[config.mk]
export PLATFORM = sky130hd
export DESIGN_NAME = max_pool_2x2
export DESIGN_NICKNAME = d
export VERILOG_FILES = /design/src/rtl/max_pool_2x2.sv
export SDC_FILE = /design/constraint.sdc
export NUM_CORES = 1
export LEC_CHECK = 0
export CAP_MARGIN = 20
export CORE_ASPECT_RATIO = 0.9
export CORE_MARGIN = 2
export CORE_UTILIZATION = 51
export DETAILED_ROUTE_END_ITERATION = 6
export PLACE_DENSITY = 0.71
export SYNTH_ARGS = -nofsm -noshare
export SYNTH_HDL_FRONTEND = slang
export SYNTH_SLANG_ARGS = --single-unit
[constraint.sdc]
create_clock -name clk -period 5.5 [get_ports clk]
set_input_delay 1.65 -clock clk [delete_from_list [all_inputs] [get_ports clk]]
set_output_delay 1.65 -clock clk [all_outputs]
set_load 0.02 [all_outputs]
[src/rtl/max_pool_2x2.sv]
// Streaming 2x2 stride-2 signed max-pool: horizontal pair maxima from even rows are
// parked in a half-row line buffer and combined with the odd row as it streams in.
module max_pool_2x2 #(
  parameter int DATA_W = 24,
  parameter int IMG_W  = 24,
  parameter int IMG_H  = 24
) (
  input  logic              clk,
  input  logic              rst,
  input  logic              din_valid,
  input  logic [DATA_W-1:0] din,
  output logic              dout_valid,
  output logic [DATA_W-1:0] dout,
  output logic              frame_done
);

  localparam int CW = (IMG_W > 1) ? $clog2(IMG_W) : 1;
  localparam int RW = (IMG_H > 1) ? $clog2(IMG_H) : 1;
  localparam int NB = IMG_W / 2;
  localparam int HW = (NB > 1) ? $clog2(NB) : 1;

  logic [CW-1:0]     col;
  logic [RW-1:0]     row;
  logic [DATA_W-1:0] pair_reg;
  logic [DATA_W-1:0] line_buf [NB];
  logic [HW-1:0]     half_col;
  logic              last_col;
  logic              last_row;
  logic [DATA_W-1:0] hmax;
  logic [DATA_W-1:0] pool;

  function automatic logic [DATA_W-1:0] smax(input logic [DATA_W-1:0] a,
                                              input logic [DATA_W-1:0] b);
    return ($signed(a) >= $signed(b)) ? a : b;
  endfunction

  assign half_col = HW'(col >> 1);
  assign last_col = (col == CW'(IMG_W - 1));
  assign last_row = (row == RW'(IMG_H - 1));
  assign hmax     = smax(pair_reg, din);
  assign pool     = smax(line_buf[half_col], hmax);

  always_ff @(posedge clk) begin
    if (rst) begin
      col        <= '0;
      row        <= '0;
      pair_reg   <= '0;
      dout       <= '0;
      dout_valid <= 1'b0;
      frame_done <= 1'b0;
    end else begin
      dout_valid <= 1'b0;
      frame_done <= 1'b0;
      if (din_valid) begin
        if (!col[0]) begin
          pair_reg <= din;
        end else if (row[0]) begin
          dout       <= pool;
          dout_valid <= 1'b1;
          frame_done <= last_row && last_col;
        end
        if (last_col) begin
          col <= '0;
          row <= last_row ? '0 : row + RW'(1);
        end else begin
          col <= col + CW'(1);
        end
      end
    end
  end

  // Even rows only write and odd rows only read, so no bypass is needed.
  always_ff @(posedge clk) begin
    if (!rst && din_valid && col[0] && !row[0]) begin
      line_buf[half_col] <= hmax;
    end
  end

endmodule
==> results.txt, run 1 <==
status: finished, final reports clean
initial antenna violation count: 0
CP top delay family: simple AND/OR/NAND/NOR gates
CP Cell Sequence: clkbuf_2, inv_1, ha_4, nand4_1, nor4_4, a22oi_2, nand3_2, a31oi_4, o32a_4, buf_12, mux2i_4, ha_4, and3_4, nand4_4, or4_4, a21oi_4, nor4_4, o211ai_4, buf_6, buf_6, o21ai_1, a31o_1
period utilisation layout: 97.8%
fin cells: 1527
count of cell types in the netlist: 47
Die Height: 167 um
Final Skew: 13.8 ps
# IOs: 53
top cells by count, synth: edfxtp_1 (288), nand2_1 (110), mux4_2 (72)
Die Width: 185 um
CTS Buf Count: 38
Final #Nets: 1180
Relative slew margins: 33.1%
Initial Util: 51.9%
Setup Viol. Count Final: 0
CTS root buffer: clkbuf_16
Syn Inst Count: 951
crit path max-delay cell type: or4_4
worst slew pin tran: 1000 ps
first-pass GRT wire length: 52.3 mm
syn_area_per_cell: 15.8 um^2
global route overflow: 0
synthesized cell area: 15100 um^2
clock tree buffer depth: 3
Leak: 6.35 nW
Util after Layout: 63.4%
Global Route Usage Sum: 22.9%
vias in the first global route: 8819
fillcell total: 2039
GPL Wtd Cong: 0.903
Max VDD drop: 0.000205 V
Worst-Skew Late Latency: 530 ps
Worst EP arrival: 5790 ps
leading area contributor after synthesis: edfxtp_1
CTS tree: built
Ys Warns: 0
sequential area share after synthesis: 66.0%
dpl cell area: 16600 um^2
drt first pass iters: 5
delay of the slowest cell on the worst path: 570 ps
min Tclk post-route: 5380 ps
post-route antenna net violation count: 0
Post-Place Cells: 1441
core area: 29000 um^2
Post-synth ARST share: 0%
max reg flops: 288
CP max FO: 8
Final Hold Viols: 0
post-synth top area share: 57.5%
Clk pin slew, worst setup/hold paths: 60 ps
Max Fclk: 0.186 GHz
Syn-to-layout area delta: 22.1%
kind of critical path: input pin to flop
synthesis-stage register bit count: 352
die area: 30900 um^2
via/cell ratio: 5.76
Detailed Route WL: 34.9 mm
max_cap viols: 0
# diodes: 0
Synth Area in Adders: 4.16%
main combinational cell family by area after synthesis: multiplexers
Post-DP HPWL: 20.3 mm
Avg WL per Cell: 22.8 um
top cells by area, synth: edfxtp_1 (57%), mux4_2 (11%), dfxtp_1 (8.5%), ha_1 (4.2%), nand2_1 (2.7%)
Hold/Removal Path Class: flop to flop
most common cell in the netlist: edfxtp_1
EDFF count, synth: 288
share of layout cells above drive strength 1: 31.7%
multiplexer share of the synthesized area: 15.0%
Synth Flop Type: edfxtp_1
Setup crit start kind: input pin
Site Rows: 59
Final Max Tran Viols: 0
Initial DRC Count: 720
H-tree levels: 2
Post-Synth XOR/XNOR Area: 0.175%
post-synthesis simple-gate area fraction: 6.52%
Req. time, crit path: 5910 ps
Worst Path Buf+Inv: 5
fin area: 18400 um^2
syn nets: 1028
port bufs: 52
CTS Hold Bufs: 0
Crit. End Element: flop
residual DRC count: 0
Clock Sinks: 352
Vias: 8798
largest net degree at the start of global routing: 49
post-synthesis compound-gate area fraction: 5.46%
power per cell area: 326 nW/um^2
==> cells in the final DEF, fill, tap and decap left out, types with 4 or more instances in the layout <==
master,synthesis,routed
nor3_1,8,4
mux2i_1,29,29
ha_1,50,30
a21o_1,5,5
clkdlybuf4s50_1,0,28
mux2i_4,7,12
edfxtp_1,288,288
a21oi_1,48,42
nand3_1,10,9
o211ai_1,7,7
clkbuf_2,0,16
mux2i_2,13,8
clkinv_2,0,5
inv_2,0,10
inv_1,48,38
dfxtp_1,64,61
nand4_1,11,11
nand3b_1,4,4
mux4_2,72,72
nor2_2,0,9
nor3_2,0,4
o211ai_2,21,20
dlymetal6s2s_1,0,5
buf_4,1,91
nand2b_1,27,27
clkbuf_1,27,7
clkbuf_16,0,38
clkinv_1,0,10
buf_12,0,7
o21ai_0,27,25
a21oi_2,0,5
nand2_1,110,109
ha_4,0,20
buf_6,4,7
nor2_1,23,14
==> stage by stage <==
| step | TNS [ps] | setup WS (ps) | hold WS [ps] | power, mW |
|---|---|---|---|---|
| after floorplan | 0 | 13.9 | 432 | 3.35 |
| after global placement | -12990 | -559 | 441 | 3.54 |
| after detailed placement | -14940 | -652 | 450 | 3.55 |
| after CTS | 0 | 33.8 | 461 | 6.00 |
| after global routing | -399 | -49.3 | 471 | 6.20 |
| final | 0 | 120 | 459 | 5.99 |
==> routing by layer <==
layer  global-route usage (%)  vias up  routed length [um]
met5                        0        -                   0
li1                         -     3953                   -
met3                     3.32       61                2190
met2                     35.9      310               16300
met1                     33.7     4474               15500
met4                     6.83        0                 832
==> worst min-delay path, cell delays in order, from the launching register on <==
cell	delay [ps]
dfxtp_1	310
nand2_1	50
a21oi_1	50
==> worst paths after layout <==
kind | start | end | slack (ps) | depth (start not counted)
worst max-delay path | din[10] | dout[0] | 120 | 22
worst min-delay path | row[3] | row[3] | 460 | 2
worst max register to register | pair_reg[17] | dout[0] | 1010 | 21
worst min register to register | row[3] | row[3] | 460 | 2
==> cells by family (layout without fill, tap and decap cells) <==
logic type	after synthesis	in the layout
flops	352	352
fa+ha+maj	50	50
buf+inv	94	274
xor+xnor	3	3
simple gates	209	209
compound gates	121	121
mux	122	122
==> layout make-up <==
| type | count | area (um^2) | area share, % |
|---|---|---|---|
| Clock buffer | 45 | 977 | 5.32 |
| Clock inverter | 23 | 193 | 1.05 |
| Inverter | 48 | 180 | 0.980 |
| Multi-Input combinational cell | 505 | 5220 | 28.4 |
| Sequential cell | 352 | 9940 | 54.0 |
| Tap cell | 396 | 495 | 2.70 |
| Timing Repair Buffer | 158 | 1380 | 7.51 |
==> power by group <==
part / internal, mW / leakage, nW / switching, mW
Sequential: 2.95 / 3.14 / 0.0292
Clock: 1.38 / 0.570 / 1.02
Combinational: 0.282 / 2.64 / 0.327
Total: 4.61 / 6.35 / 1.37
==> timing repair <==
item,in CTS,in global routing
buffers inserted,10,6
resized for setup,58,75
pin swaps,10,32
endpoints found under the setup margin,24,24
gates cloned,3,0
Note: power is estimated with default switching activity, not from simulation.
==> run 2: changes to the inputs <==
Settings changed: CORE_UTILIZATION 51 to 30, CTS_BUF_LIST set to sky130_fd_sc_hd__clkbuf_8, PLACE_DENSITY 0.71 to not set.
==> results.txt, run 2 (synthesized netlist as in run 1, its figures left out) <==
status: finished, final reports clean
Post-Place Cells: 1717
Worst EP arrival: 5860 ps
# IOs: 53
CTS tree: built
CP max FO: 5
NetSw: 1.38 mW
commonest non-fill, non-tap cell in the layout: edfxtp_1
Final #Nets: 1198
kind of critical path: input pin to flop
first-pass GRT wire length: 53.6 mm
drt first pass iters: 4
vias in the first global route: 8812
core area: 49300 um^2
min Tclk post-route: 5380 ps
Vias: 8843
Clk network pwr share: 37.3%
Site Rows: 77
Gate power share: 10.9%
Relative slew margins: 28.9%
most frequent cells in the layout: edfxtp_1 (288), nand2_1 (109), buf_4 (89)
worst slew pin tran: 1060 ps
Initial DRC Count: 651
Leak: 6.64 nW
dpl cell area: 17000 um^2
crit path from: din[10]
share of layout cells above drive strength 1: 30.6%
Clk pin slew, worst setup/hold paths: 60 ps
fin area: 18800 um^2
Die Height: 217 um
post-route antenna net violation count: 0
Reg power frac: 51.9%
Setup crit start kind: input pin
GPL Wtd Cong: 0.809
clock tree buffer depth: 3
Post-DP HPWL: 22.1 mm
die area: 52000 um^2
max_cap viols: 0
max reg flops: 288
Max VDD drop: 0.000167 V
Setup Viol. Count Final: 0
Net Sw Frac: 24.1%
via/cell ratio: 4.81
CTS root buffer: clkbuf_8
fillcell total: 4631
Worst-Skew Late Latency: 590 ps
Max Fclk: 0.186 GHz
Avg WL per Cell: 19.9 um
Final Max Tran Viols: 0
Hold/Removal Path Class: flop to flop
Global Route Usage Sum: 13.7%
Final Skew: 26.4 ps
fin cells: 1840
Req. time, crit path: 5980 ps
initial antenna violation count: 0
R2R Path Start: pair_reg[10]
port bufs: 52
power per cell area: 306 nW/um^2
Crit. End Element: flop
residual DRC count: 0
largest net degree at the start of global routing: 38
H-tree levels: 2
WHS: 464 ps
# diodes: 0
Die Width: 240 um
Syn-to-layout area delta: 24.6%
global route overflow: 0
Detailed Route WL: 36.5 mm
Initial Util: 30.5%
Clock Sinks: 352
period utilisation layout: 97.9%
CTS Hold Bufs: 0
CTS Buf Count: 58
Final Hold Viols: 0
hold path start: row[3]
internal power: 4.36 mW
-- run 2: cell types whose count changed in the layout (fill, tap and decap cells not counted), sizes merged, moves of 4 or more --
cell,change
dlymetal6s2s,+17
clkbuf,+4
inv,+16
buf,-6
clkinv,+8
-- run 2: worst max-delay path, cell delays in order --
cell and delay (ps):
dlymetal6s2s_1 140, inv_1 70, ha_1 300, nand4_1 210, nor4_2 380, buf_4 170, o211ai_1 100, nand2_1 120
o32a_4 240, clkbuf_16 170, buf_8 120, mux2i_4 270, ha_4 230, nor2b_1 120, o211ai_1 270, a21oi_4 110
or4bb_4 590, o211ai_4 160, buf_6 170, o21ai_1 60, a31o_1 190
-- run 2: repair_timing --
action,4_1_cts,5_1_grt
gates resized for setup,8,86
gates cloned,0,7
pin swaps,4,29
buffers inserted,1,7
endpoints found under the setup margin,24,24
-- run 2: through the flow --
step	setup TNS (ps)	worst slack (ps)	utilization, %	power (mW)
finish	0	115	38.0	5.74
global route	-493	-44.2	38.0	5.99
CTS	0	5.33	36.7	5.72
detailed placement	-19090	-827	34.4	3.57
global placement	-17820	-760	34.4	3.55
floorplan	0	13.9	-	3.35
-- run 2: area by class of cell --
cell class | count | area (um^2) | area share (%)
Sequential cell | 352 | 9940 | 53.0
Multi-Input combinational cell | 505 | 5190 | 27.7
Timing Repair Buffer | 156 | 1520 | 8.12
Clock buffer | 61 | 840 | 4.48
Tap cell | 671 | 840 | 4.48
Clock inverter | 47 | 249 | 1.33
Inverter | 48 | 180 | 0.961
-- run 2: layer usage --
metal	vias up	track usage (%)	wire (um)
met1	4531	19.4	17000
met3	62	2.80	2020
met2	240	21.4	16700
met5	-	0	0
met4	0	3.48	788
li1	4010	-	-
-- run 2: power groups by stage --
stage                     registers [mW]  clock network (mW)  logic (mW)
final                               2.98                2.14       0.625
after detailed placement            3.03                   0       0.537
after floorplan                     3.02                   0       0.328
after CTS                           2.98                2.20       0.547
after global placement              3.03                   0       0.524
after global routing                2.98                2.33       0.681
-- run 2: path summary, 6_finish.rpt --
kind / slack, ps / end / cells after the start
worst max-delay path: 120 / dout[0] / 21
worst max register to register: 1060 / dout[0] / 19
worst min register to register: 460 / row[3] / 2
worst min-delay path: 460 / row[3] / 2
